File: src/rtl/rgb_led_pwm.sv
// ---------------------------------------------------------------------------
// rgb_led_pwm
//   Multi-channel PWM driver for active-low LED pins. Each channel has a duty
//   level and a mode (OFF, SOLID, BLINK, BREATHE). Writes arrive over a
//   valid/ready port into a one-entry pending slot. The slot is committed to
//   the channel's active settings on a frame_tick, so a PWM frame never sees
//   a half-applied change.
//
//   Optional build macro: LED_GAMMA_EN
//     defined   : effective duty e is squared, e' = (e*e) >> PWM_BITS
//     undefined : effective duty used linearly
//
// Ports
//   clk48      in   system clock
//   rst        in   asynchronous reset, active-high
//   cfg_valid  in   config write request
//   cfg_ready  out  pending slot free; write accepted on cfg_valid & cfg_ready
//   cfg_chan   in   target channel (indices >= CHANNELS are dropped at commit)
//   cfg_mode   in   0 OFF, 1 SOLID, 2 BLINK, 3 BREATHE
//   cfg_duty   in   duty level
//   led_n      out  LED drive, active-low (0 = lit)
//   frame_tick out  one-cycle pulse the cycle after each PWM frame wrap
// ---------------------------------------------------------------------------
module rgb_led_pwm #(
    parameter int CHANNELS   = 3,
    parameter int CH_BITS    = 2,
    parameter int PWM_BITS   = 8,
    parameter int PRESCALE   = 188,
    parameter int BLINK_BITS = 8
) (
    input  logic                clk48,
    input  logic                rst,
    input  logic                cfg_valid,
    output logic                cfg_ready,
    input  logic [CH_BITS-1:0]  cfg_chan,
    input  logic [1:0]          cfg_mode,
    input  logic [PWM_BITS-1:0] cfg_duty,
    output logic [CHANNELS-1:0] led_n,
    output logic                frame_tick
);

    localparam int PS_W = (PRESCALE > 1) ? $clog2(PRESCALE) : 1;
    localparam logic [PS_W-1:0]     PS_LAST  = PS_W'(PRESCALE - 1);
    localparam logic [PWM_BITS-1:0] PWM_MAX  = {PWM_BITS{1'b1}};
    localparam logic [PWM_BITS-1:0] PWM_ONE  = PWM_BITS'(1);

    typedef enum logic [1:0] {
        MODE_OFF     = 2'd0,
        MODE_SOLID   = 2'd1,
        MODE_BLINK   = 2'd2,
        MODE_BREATHE = 2'd3
    } mode_t;

    // Timebase
    logic [PS_W-1:0]       r_presc;
    logic [PWM_BITS-1:0]   r_pwm_cnt;
    logic                  r_frame_tick;
    logic [BLINK_BITS-1:0] r_frame_cnt;
    logic [PWM_BITS-1:0]   r_ramp;
    logic                  r_ramp_down;

    // Active per-channel settings and the duty latched for the running frame
    mode_t                 r_mode [CHANNELS];
    logic [PWM_BITS-1:0]   r_duty [CHANNELS];
    logic [PWM_BITS-1:0]   r_eff  [CHANNELS];

    // Pending configuration slot
    logic                  r_slot_full;
    logic [CH_BITS-1:0]    r_slot_chan;
    mode_t                 r_slot_mode;
    logic [PWM_BITS-1:0]   r_slot_duty;

    logic [CHANNELS-1:0]   r_led_n;

    logic                  w_step;
    logic                  w_wrap;
    logic                  w_accept;
    logic                  w_blink_on;
    logic [CHANNELS-1:0][PWM_BITS-1:0] w_eff;

    assign w_step     = (r_presc == PS_LAST);
    assign w_wrap     = w_step && (r_pwm_cnt == PWM_MAX);
    assign w_accept   = cfg_valid && !r_slot_full;
    assign w_blink_on = r_frame_cnt[BLINK_BITS-1];

    assign cfg_ready  = !r_slot_full;
    assign frame_tick = r_frame_tick;
    assign led_n      = r_led_n;

    // Mode selection, then optional square-law correction.
    function automatic logic [PWM_BITS-1:0] f_eff(
        input mode_t               m,
        input logic [PWM_BITS-1:0] duty,
        input logic [PWM_BITS-1:0] ramp,
        input logic                blink_on
    );
        logic [2*PWM_BITS-1:0] prod;
        logic [PWM_BITS-1:0]   e;
`ifdef LED_GAMMA_EN
        logic [2*PWM_BITS-1:0] sq;
`endif
        prod = {{PWM_BITS{1'b0}}, ramp} * {{PWM_BITS{1'b0}}, duty};
        case (m)
            MODE_OFF:     e = '0;
            MODE_SOLID:   e = duty;
            MODE_BLINK:   e = blink_on ? duty : '0;
            MODE_BREATHE: e = prod[2*PWM_BITS-1:PWM_BITS];
            default:      e = '0;
        endcase
`ifdef LED_GAMMA_EN
        sq = {{PWM_BITS{1'b0}}, e} * {{PWM_BITS{1'b0}}, e};
        e  = sq[2*PWM_BITS-1:PWM_BITS];
`endif
        return e;
    endfunction

    generate
        for (genvar gi = 0; gi < CHANNELS; gi++) begin : g_eff
            assign w_eff[gi] = f_eff(r_mode[gi], r_duty[gi], r_ramp, w_blink_on);
        end
    endgenerate

    // Prescaler, PWM counter, frame pulse, blink counter and breathe ramp.
    always_ff @(posedge clk48 or posedge rst) begin
        if (rst) begin
            r_presc      <= '0;
            r_pwm_cnt    <= '0;
            r_frame_tick <= 1'b0;
            r_frame_cnt  <= '0;
            r_ramp       <= '0;
            r_ramp_down  <= 1'b0;
        end else begin
            if (w_step) begin
                r_presc   <= '0;
                r_pwm_cnt <= r_pwm_cnt + PWM_ONE;
            end else begin
                r_presc   <= r_presc + PS_W'(1);
            end
            r_frame_tick <= w_wrap;
            if (r_frame_tick) begin
                r_frame_cnt <= r_frame_cnt + BLINK_BITS'(1);
                // Triangle: direction flips on the step that lands on an end
                // value, so both 0 and PWM_MAX are each held for one frame.
                if (!r_ramp_down) begin
                    r_ramp <= r_ramp + PWM_ONE;
                    if (r_ramp == PWM_MAX - PWM_ONE) begin
                        r_ramp_down <= 1'b1;
                    end
                end else begin
                    r_ramp <= r_ramp - PWM_ONE;
                    if (r_ramp == PWM_ONE) begin
                        r_ramp_down <= 1'b0;
                    end
                end
            end
        end
    end

    // Pending slot: accept when empty, commit on frame_tick. An accept on the
    // frame_tick cycle itself only fills the slot; its commit is a frame later.
    always_ff @(posedge clk48 or posedge rst) begin
        if (rst) begin
            r_slot_full <= 1'b0;
            r_slot_chan <= '0;
            r_slot_mode <= MODE_OFF;
            r_slot_duty <= '0;
            for (int c = 0; c < CHANNELS; c++) begin
                r_mode[c] <= MODE_OFF;
                r_duty[c] <= '0;
            end
        end else begin
            if (r_frame_tick && r_slot_full) begin
                // Out-of-range channel numbers match nothing and are dropped.
                for (int c = 0; c < CHANNELS; c++) begin
                    if (r_slot_chan == CH_BITS'(c)) begin
                        r_mode[c] <= r_slot_mode;
                        r_duty[c] <= r_slot_duty;
                    end
                end
                r_slot_full <= 1'b0;
            end
            if (w_accept) begin
                r_slot_full <= 1'b1;
                r_slot_chan <= cfg_chan;
                r_slot_mode <= mode_t'(cfg_mode);
                r_slot_duty <= cfg_duty;
            end
        end
    end

    // The effective duty is latched on the same edge that returns pwm_cnt to
    // zero, so every step of a frame compares against one value. A commit
    // therefore shows up from the first step of the following frame.
    always_ff @(posedge clk48 or posedge rst) begin
        if (rst) begin
            r_led_n <= '1;
            for (int c = 0; c < CHANNELS; c++) begin
                r_eff[c] <= '0;
            end
        end else begin
            for (int c = 0; c < CHANNELS; c++) begin
                if (w_wrap) begin
                    r_eff[c] <= w_eff[c];
                end
                r_led_n[c] <= !(r_pwm_cnt < r_eff[c]);
            end
        end
    end

endmodule

File: config.mk
export PLATFORM = sky130hd
export DESIGN_NAME = rgb_led_pwm
export DESIGN_NICKNAME = d
export VERILOG_FILES = /design/src/rtl/rgb_led_pwm.sv
export SDC_FILE = /design/constraint.sdc
export NUM_CORES = 1
export LEC_CHECK = 0
export CAP_MARGIN = 5
export CORE_MARGIN = 10
export CORE_UTILIZATION = 45
export CTS_CLUSTER_SIZE = 14
export DETAILED_ROUTE_END_ITERATION = 12
export DONT_BUFFER_PORTS = 1
export SLEW_MARGIN = 10
export SYNTH_ARGS = -nofsm -noshare
export SYNTH_HDL_FRONTEND = slang
export SYNTH_SLANG_ARGS = --single-unit
File: constraint.sdc
create_clock -name clk48 -period 12.7 [get_ports clk48]
set_clock_uncertainty 0.2 [all_clocks]
set_input_delay 1.905 -clock clk48 [delete_from_list [all_inputs] [get_ports clk48]]
set_output_delay 1.905 -clock clk48 [all_outputs]
set_load 0.1 [all_outputs]
## Word-level counts from Yosys, hierarchy flattened

Index checks and enable logic that the tools add are counted.

| word-level totals | value |
|---|---|
| flip-flop bits (word level) | 104 |
| output and inout bits | 5 |

| cells by class | value |
|---|---|
| add/sub/neg operators | 5 |
| $mul | 3 |
| $lt $le $gt $ge | 3 |
| equality and inequality tests | 15 |
| multiplexer cells | 13 |
| reductions and logical operators | 15 |

Operators with widths:

| operator | number |
|---|---|
| 8-bit one-hot mux with 4 select lines | 3 |
| 8-bit by 8-bit multiplier with 16-bit output | 3 |
| 8-bit 2-to-1 mux | 5 |
| 8-bit by 1-bit adder with 8-bit output, second input constant | 4 |
| 8-bit == test, second input constant | 3 |
| 8-bit less-than comparator | 3 |
| 2-bit == test, second input constant | 7 |
| 2-bit by 1-bit == test with 1-bit output, second input constant | 4 |
| 8-bit by 1-bit == test with 1-bit output, second input constant | 1 |
| 2-bit logical NOT | 4 |
| 8-bit by 1-bit subtractor with 8-bit output, second input constant | 1 |
| 2-bit AND reduction | 3 |
| 1-bit 2-to-1 mux | 5 |
| 1-bit logical NOT | 4 |
| 1-bit logical AND | 3 |
| 2-bit nonzero test | 1 |

## Depth between registers and ports, before layout

Gate-level depths: netlist of the first run.

| logic depth | value |
|---|---|
| depth in word-level cells | 3 |
| gate-level depth with buffers | 19 |
| gate-level depth less buffers | 17 |

## Worst setup path before layout of the first run

No wires, ideal clock.

| timing path | value |
|---|---|
| path kind | register to register |
| start point | reg r_ramp[2] |
| end point | reg r_eff[21] (netlist bit) |
| library setup time | 0.069 ns |
| arrival time | 4.656 ns |
| slack | 7.775 ns |
| stages on the path, launching flop included | 16 |
| path buffers | 2 |
| cells stage by stage | dfrtp_1 clkbuf_1 clkbuf_1 and2_1 fa_1 fa_1 fa_1 inv_1 fa_1 inv_1 ha_1 and3_1 a211oi_1 nor3_1 or4_1 nand3_1 |

| on the way | value |
|---|---|
| longest elaborated chain between the ends | 2 |

Ends and longest elaborated chain:

| element | line | text |
|---|---|---|
| start, declared | 59 | `logic [PWM_BITS-1:0] r_ramp;` |
| start signal, assigned | 145 | `r_ramp <= r_ramp + PWM_ONE;` |
| start signal, assigned | 150 | `r_ramp <= r_ramp - PWM_ONE;` |
| 8-bit by 8-bit multiplier with 16-bit output | 102 | `prod = {{PWM_BITS{1'b0}}, ramp} * {{PWM_BITS{1'b0}}, duty};` |
| 8-bit one-hot mux with 4 select lines | 103 | `case (m)` |
| end signal, assigned by index | 203 | `r_eff[c] <= w_eff[c];` |
| end, declared | 65 | `logic [PWM_BITS-1:0] r_eff [CHANNELS];` |

Every way passes these cells.
A chain may end at the register's enable or synchronous reset.

## Final worst setup path of the first run

Same ends and word-level chain as after synthesis.

==> results of run 1 <==
path summary, 6_finish.rpt:
path	from	endpoint	slack, ns	depth (start not counted)
min in group asynchronous	rst	r_duty[2]	1.28	1
max	r_ramp[2]	r_eff[21]	7.31	13
max reg2reg	r_ramp[2]	r_eff[21]	7.31	13
max in group asynchronous	rst	r_eff[18]	9.81	2
min	r_frame_cnt[6]	r_frame_cnt[6]	0.27	1
min reg2reg	r_frame_cnt[6]	r_frame_cnt[6]	0.27	1
flip-flops by register name (all words and copies together) (netlist names):
register,count
r_duty,24
r_eff,24
r_frame_cnt,8
r_presc,8
r_pwm_cnt,8
r_ramp,8
r_slot_duty,8
r_mode,6
led_n,3
r_slot_chan,2
r_slot_mode,2
frame_tick,1
r_ramp_down,1
r_slot_full,1
worst max-delay path, cell delays in order (launching register included):
cell,delay [ns]
dfrtp_1,1.02
and2_1,0.27
fa_1,0.45
fa_1,0.52
fa_1,0.55
inv_1,0.06
fa_1,0.54
inv_1,0.04
ha_1,0.32
and3_1,0.21
a211oi_1,0.39
nor3_1,0.15
or4_1,0.51
nand3_1,0.09
cell type report:
type	instances	area (um^2)
clock buffers	9	225
clock inverters	7	75.1
fillers	2295	12200
inverters	158	596
multi-input cells	794	7280
flip-flops and latches	104	2610
well taps	319	399
repair buffers	9	67.6
power breakdown:
group	switching [mW]	internal (mW)	leakage [nW]
Sequential	0.0222	0.346	1.40
Clock	0.145	0.140	0.145
Combinational	0.0130	0.0131	4.36
per-layer routing:
metal / global-route usage (%) / up-vias
li1: - / 3519
met3: 2.90 / 26
met4: 2.89 / 0
met5: 0 / -
met2: 25.4 / 99
met1: 21.9 / 3540
kinds of logic (layout without fill, tap and decap cells):
| kind of cell | count (synthesis) | after routing |
|---|---|---|
| adders and majority gates | 232 | 232 |
| buffers and inverters | 202 | 183 |
| muxes | 48 | 48 |
| and+or+nand+nor | 348 | 348 |
| xor gates and xnor gates | 46 | 46 |
| DFF | 104 | 104 |
| AOI/OAI and AO/OA | 120 | 120 |
cell usage in the layout, fill, tap and decap left out, types with 3 or more instances in the layout:
cell,Yosys,final
dfstp_2,3,3
and3_1,23,23
nor4_1,3,3
o21bai_1,4,4
o21ai_1,15,15
mux2i_1,4,4
fa_1,105,105
or3_1,4,4
a21o_1,21,21
o31ai_1,6,6
nand4b_1,6,6
inv_8,0,3
nor2b_1,3,3
a21oi_1,39,39
o21ai_0,18,18
buf_4,0,9
clkbuf_16,0,9
dfrtp_1,101,101
xor2_1,18,18
nand3_1,26,26
nand2_1,76,76
mux2_2,44,44
nand2b_1,4,4
inv_1,158,157
nor2_1,28,28
xnor2_1,28,28
a211oi_1,6,6
ha_1,127,127
and2_1,144,144
nor3_1,8,8
nand4_1,12,12
==> results.yml, run 1 <==
clock_tree:
  numCtsBuffers: 9
  cts_tree: "built"
  post-cts-setup-buffer-count: 0
  cts_buffer_depth: 2
  ctsHoldBuffers: 0
  clock_latency_ns: 0.36
  clkTransAtPathRegs_ns: 0.08
  h-tree-depth: 3
  clock-sinks: 104
  clockRootBuffer: "clkbuf_16"
  cts_resized: 0
synthesis:
  synth_fa_ha_area_share_pct: 34.6
  synth-simple-area-share_pct: 18.0
  synth_top_area_cell: "dfrtp_1"
  synth_top_family_by_area: "adder cells"
  synth_nets: 1347
  synthTopCellsByArea: "dfrtp_1 (24%), fa_1 (20%), ha_1 (15%), and2_1 (8.5%), inv_1 (5.6%)"
  postSynthAreaPerCell_um2: 9.69
  synth_top_cell_area_share_pct: 23.7
  async_flop_share_pct: 100
  synth-compound-area-share_pct: 6.84
  synth_xor_area_share_pct: 3.78
  synth-edff-count: 0
  synth-seq-cells: 104
  synth_seq_area_share_pct: 24.5
  synthFlopType: "dfrtp_1"
  syn_area_um2: 10700
  synth_cell_type_count: 50
  yosysWarnings: 0
  synth_cells: 1100
  synth_most_common_cell: "inv_1"
  synth_mux_area_share_pct: 5.02
  synth.top_cells.by_count: "inv_1 (158), and2_1 (144), ha_1 (127), fa_1 (105), dfrtp_1 (101)"
final_layout:
  insertedDiodeCount: 0
  area_growth_pct: 5.54
  post-route-util_pct: 48.1
  final_area_um2: 11200
  fin_nets: 1323
  stdcell_count: 1400
  drive_gt1_share_pct: 7.59
sta:
  rsz0062_at_grt: "false"
  setup_viol: 0
  fin_ws_ns: 7.31
  fin_crit_sh_pct: 42.5
  relSlewSlack_pct: 31.7
  hold_violations: 0
  fmax_ghz: 0.185
  fin_crit_ns: 5.39
  final.setup.tns_ns: 0
  worst_slew_pin_slew_ns: 1.02
  slew_viol_final: 0
  hold_slack_ns: 0.272
place:
  portBuffers: 0
  placed_area_um2: 10900
  place_hpwl_um: 17600
  dp_cells: 1384
  dp_slack_ns: 7.36
  routabilityCongestion: 0.816
worst_setup_path:
  critical_path.endpoint_type: "flop"
  cp.arrival_ns: 5.49
  cp-start-kind: "flop"
  crit_path_max_fanout: 32
  worstPathRequired_ns: 12.80
  crit_type: "reg2reg"
pwr:
  leakage_nw: 5.90
  p_per_area_nw_per_um2: 60.4
  finalPower_mw: 0.680
  ir_worst_vdd_mv: 0.0626
min_path:
  min_path_type: "reg2reg"
global_routing:
  grt_pass1_wl_um: 39200
  antenna_found_initial: 0
  grt_max_degree: 60
  track_usage_pct: 15.8
  grt_pass1_vias: 7473
  grt_overflow: 0
detailed_routing:
  route.met3.wl_um: 979
  wl_per_cell_um: 16.5
  finalWirelength_um: 23200
  via_per_inst: 5.13
  drt_iter0_markers: 467
  ant_nets: 0
  drc: 0
  dr.pass1.iters: 4
  dr_total_vias: 7184
  m1WireLength_um: 11400
  dr.max_layer_used: "met4"
  route.met2.wl_um: 10500
floorplanning:
  io_pins: 20
  start_util_pct: 45.5
  fp.dieArea_um2: 30200
  die_h_um: 174
  rows: 56
  die_w_um: 174
  core_region_area_um2: 23400
flow_run:
  maxCapViolations: 0
status:
  status: "finished, final reports clean"
(Power assumes the default switching activity.)
==> run 2: changes to the inputs <==
==> constraint.sdc (replaced) <==
create_clock -name clk48 -period 4.6 [get_ports clk48]
set_clock_uncertainty 0.2 [all_clocks]
set_input_delay 0.69 -clock clk48 [delete_from_list [all_inputs] [get_ports clk48]]
set_output_delay 0.69 -clock clk48 [all_outputs]
set_load 0.1 [all_outputs]
==> run 2 against run 1 <==
Compared with the run above:
- final area increased by 9.1%
- fmax increased by 17%
- highest routed layer unchanged
- core utilization is 4.4 points higher
- power grew to 2.8 times the previous value
- critical endpoint unchanged
- cell count increased by 6.2%
- critical path type unchanged
- die area unchanged
- clock power increased to 2.7 times the previous value
==> results.yml, run 2 (synthesis gave the netlist of run 1 again) <==
floorplanning:
  io_pins: 20
  rows: 56
  die_h_um: 174
  start_util_pct: 45.5
  die_w_um: 174
  core_region_area_um2: 23400
  fp.dieArea_um2: 30200
global_routing:
  grt_overflow: 0
  grt_max_degree: 39
  antenna_found_initial: 0
  grt_pass1_wl_um: 40500
  track_usage_pct: 16.2
  grt_pass1_vias: 7711
worst_setup_path:
  crit_path_max_fanout: 20
  critical_path.endpoint_type: "flop"
  worstPathRequired_ns: 4.69
  cp.arrival_ns: 4.69
  cp-start-kind: "flop"
  crit_type: "reg2reg"
  crit_slowest_cell: "fa_1"
  cp_common_cell: "fa_1"
  worstPathCellList: "buf_12, and2_1, fa_1, fa_1, fa_1, inv_1, fa_1, inv_1, ha_2, or3_4, a211oi_4, nor3_2, or4_1, nand3_1"
  worst_path_largest_cell_delay_ns: 0.55
pwr:
  pwr-share-seq_pct: 54.5
  clkPwrFrac_pct: 41.7
  p_per_area_nw_per_um2: 153
  power_switching_mw: 0.496
  power.share.switching_pct: 26.5
  p_comb_share_pct: 3.8
  leakage_nw: 6.38
  ir_worst_vdd_mv: 0.221
  p_int_mw: 1.38
clock_tree:
  clockRootBuffer: "clkbuf_16"
  ctsHoldBuffers: 0
  cts_tree: "built"
  clock-sinks: 104
  h-tree-depth: 3
  cts_buffer_depth: 2
  clock_latency_ns: 0.36
  clkTransAtPathRegs_ns: 0.08
  numCtsBuffers: 9
final_layout:
  drive_gt1_share_pct: 19.0
  insertedDiodeCount: 0
  final_common_cell: "inv_1"
  fin_nets: 1410
  reg_top3: "r_duty: 24 flops, r_eff: 24 flops"
  num-fill-cells: 2200
  final_cell_mix: "inv_1 (156), and2_1 (143), ha_1 (120)"
  final_area_um2: 12300
  area_growth_pct: 15.2
min_path:
  min_path_type: "in2async"
detailed_routing:
  via_per_inst: 5.08
  wl_per_cell_um: 16.1
  dr.pass1.iters: 4
  drc: 0
  finalWirelength_um: 24000
  dr_total_vias: 7550
  ant_nets: 0
  drt_iter0_markers: 314
sta:
  fin_crit_ns: 4.60
  hold_violations: 0
  final.setup.tns_ns: 0
  relSlewSlack_pct: 21.9
  fin_crit_sh_pct: 100
  slew_viol_final: 0
  rsz0062_at_grt: "true"
  fmax_ghz: 0.217
  worst_slew_pin_slew_ns: 1.16
  setup_viol: 0
place:
  place_hpwl_um: 18900
  routabilityCongestion: 0.822
  portBuffers: 0
  placed_area_um2: 11500
status:
  status: "finished, final reports clean"
flow_run:
  maxCapViolations: 0
## run 2: critical path, delay by kind of cell (launching register included)
kind            cells  cell delay, ns
flops               1            0.41
simple gates        5            1.25
compound gates      1            0.24
fa+ha+maj           5            2.17
buf+inv             3            0.26
## run 2: power groups by stage
stage / Clock, mW / Sequential, mW / Combinational, mW
finish: 0.783 / 1.02 / 0.0717
global route: 0.847 / 1.03 / 0.0805
CTS: 0.808 / 1.02 / 0.0740
detailed placement: 0 / 1.04 / 0.0740
global placement: 0 / 1.04 / 0.0727
floorplan: 0 / 1.00 / 0.0630
## run 2: what timing repair did
action	in CTS	in global routing
cloned	0	1
pin swaps	2	43
hold endpoints to repair	0	0
resized for setup	12	57
buffers inserted	3	14
endpoints found under the setup margin	15	18
## run 2: routing by layer
metal	part of all wire (%)	wire length [um]	GRT usage [%]
met5	0	0	0
met4	1.3	301	3.31
met3	3.1	753	2.60
met2	46	11000	26.1
met1	50	12000	22.4
## run 2: final timing paths
kind / cells past startpoint / slack (ns) / start / endpoint
setup reg to reg: 14 / 0.0003 / r_ramp[4] / r_eff[21]
hold reg to reg: 1 / 0.28 / r_frame_cnt[6] / r_frame_cnt[6]
min in group clk48: 1 / 0.27 / cfg_duty[5] / r_slot_duty[5]
hold / removal: 1 / 0.04 / rst / r_eff[19]
max in group asynchronous: 2 / 3.28 / rst / led_n[2]
setup / recovery: 14 / 0.0003 / r_ramp[4] / r_eff[21]
## run 2: layout make-up
class,instances,area (um^2),share of cell area (%)
multi-input combinational,794,7550,61.5
sequential,104,2620,21.3
timing repair buffer,96,798,6.50
inverter,158,596,4.85
tap,319,399,3.25
clock buffer,9,225,1.83
clock inverter,7,91.3,0.744
## run 2: metrics by stage
step / total power [mW] / utilization (%) / instances / hold WS (ns) / setup WS [ns]
3_3_place_gp: 1.11 / 49.3 / 1453 / 0.268 / -0.0517
4_1_cts: 1.91 / 50.9 / 1472 / 0.0520 / -0.0413
2_1_floorplan: 1.06 / - / 1100 / 0.242 / 0.00270
6_report: 1.88 / 52.5 / 1487 / 0.0388 / 0.000341
5_1_grt: 1.96 / 52.5 / 1487 / 0.0634 / -0.191
3_5_place_dp: 1.12 / 49.3 / 1453 / 0.267 / -0.171
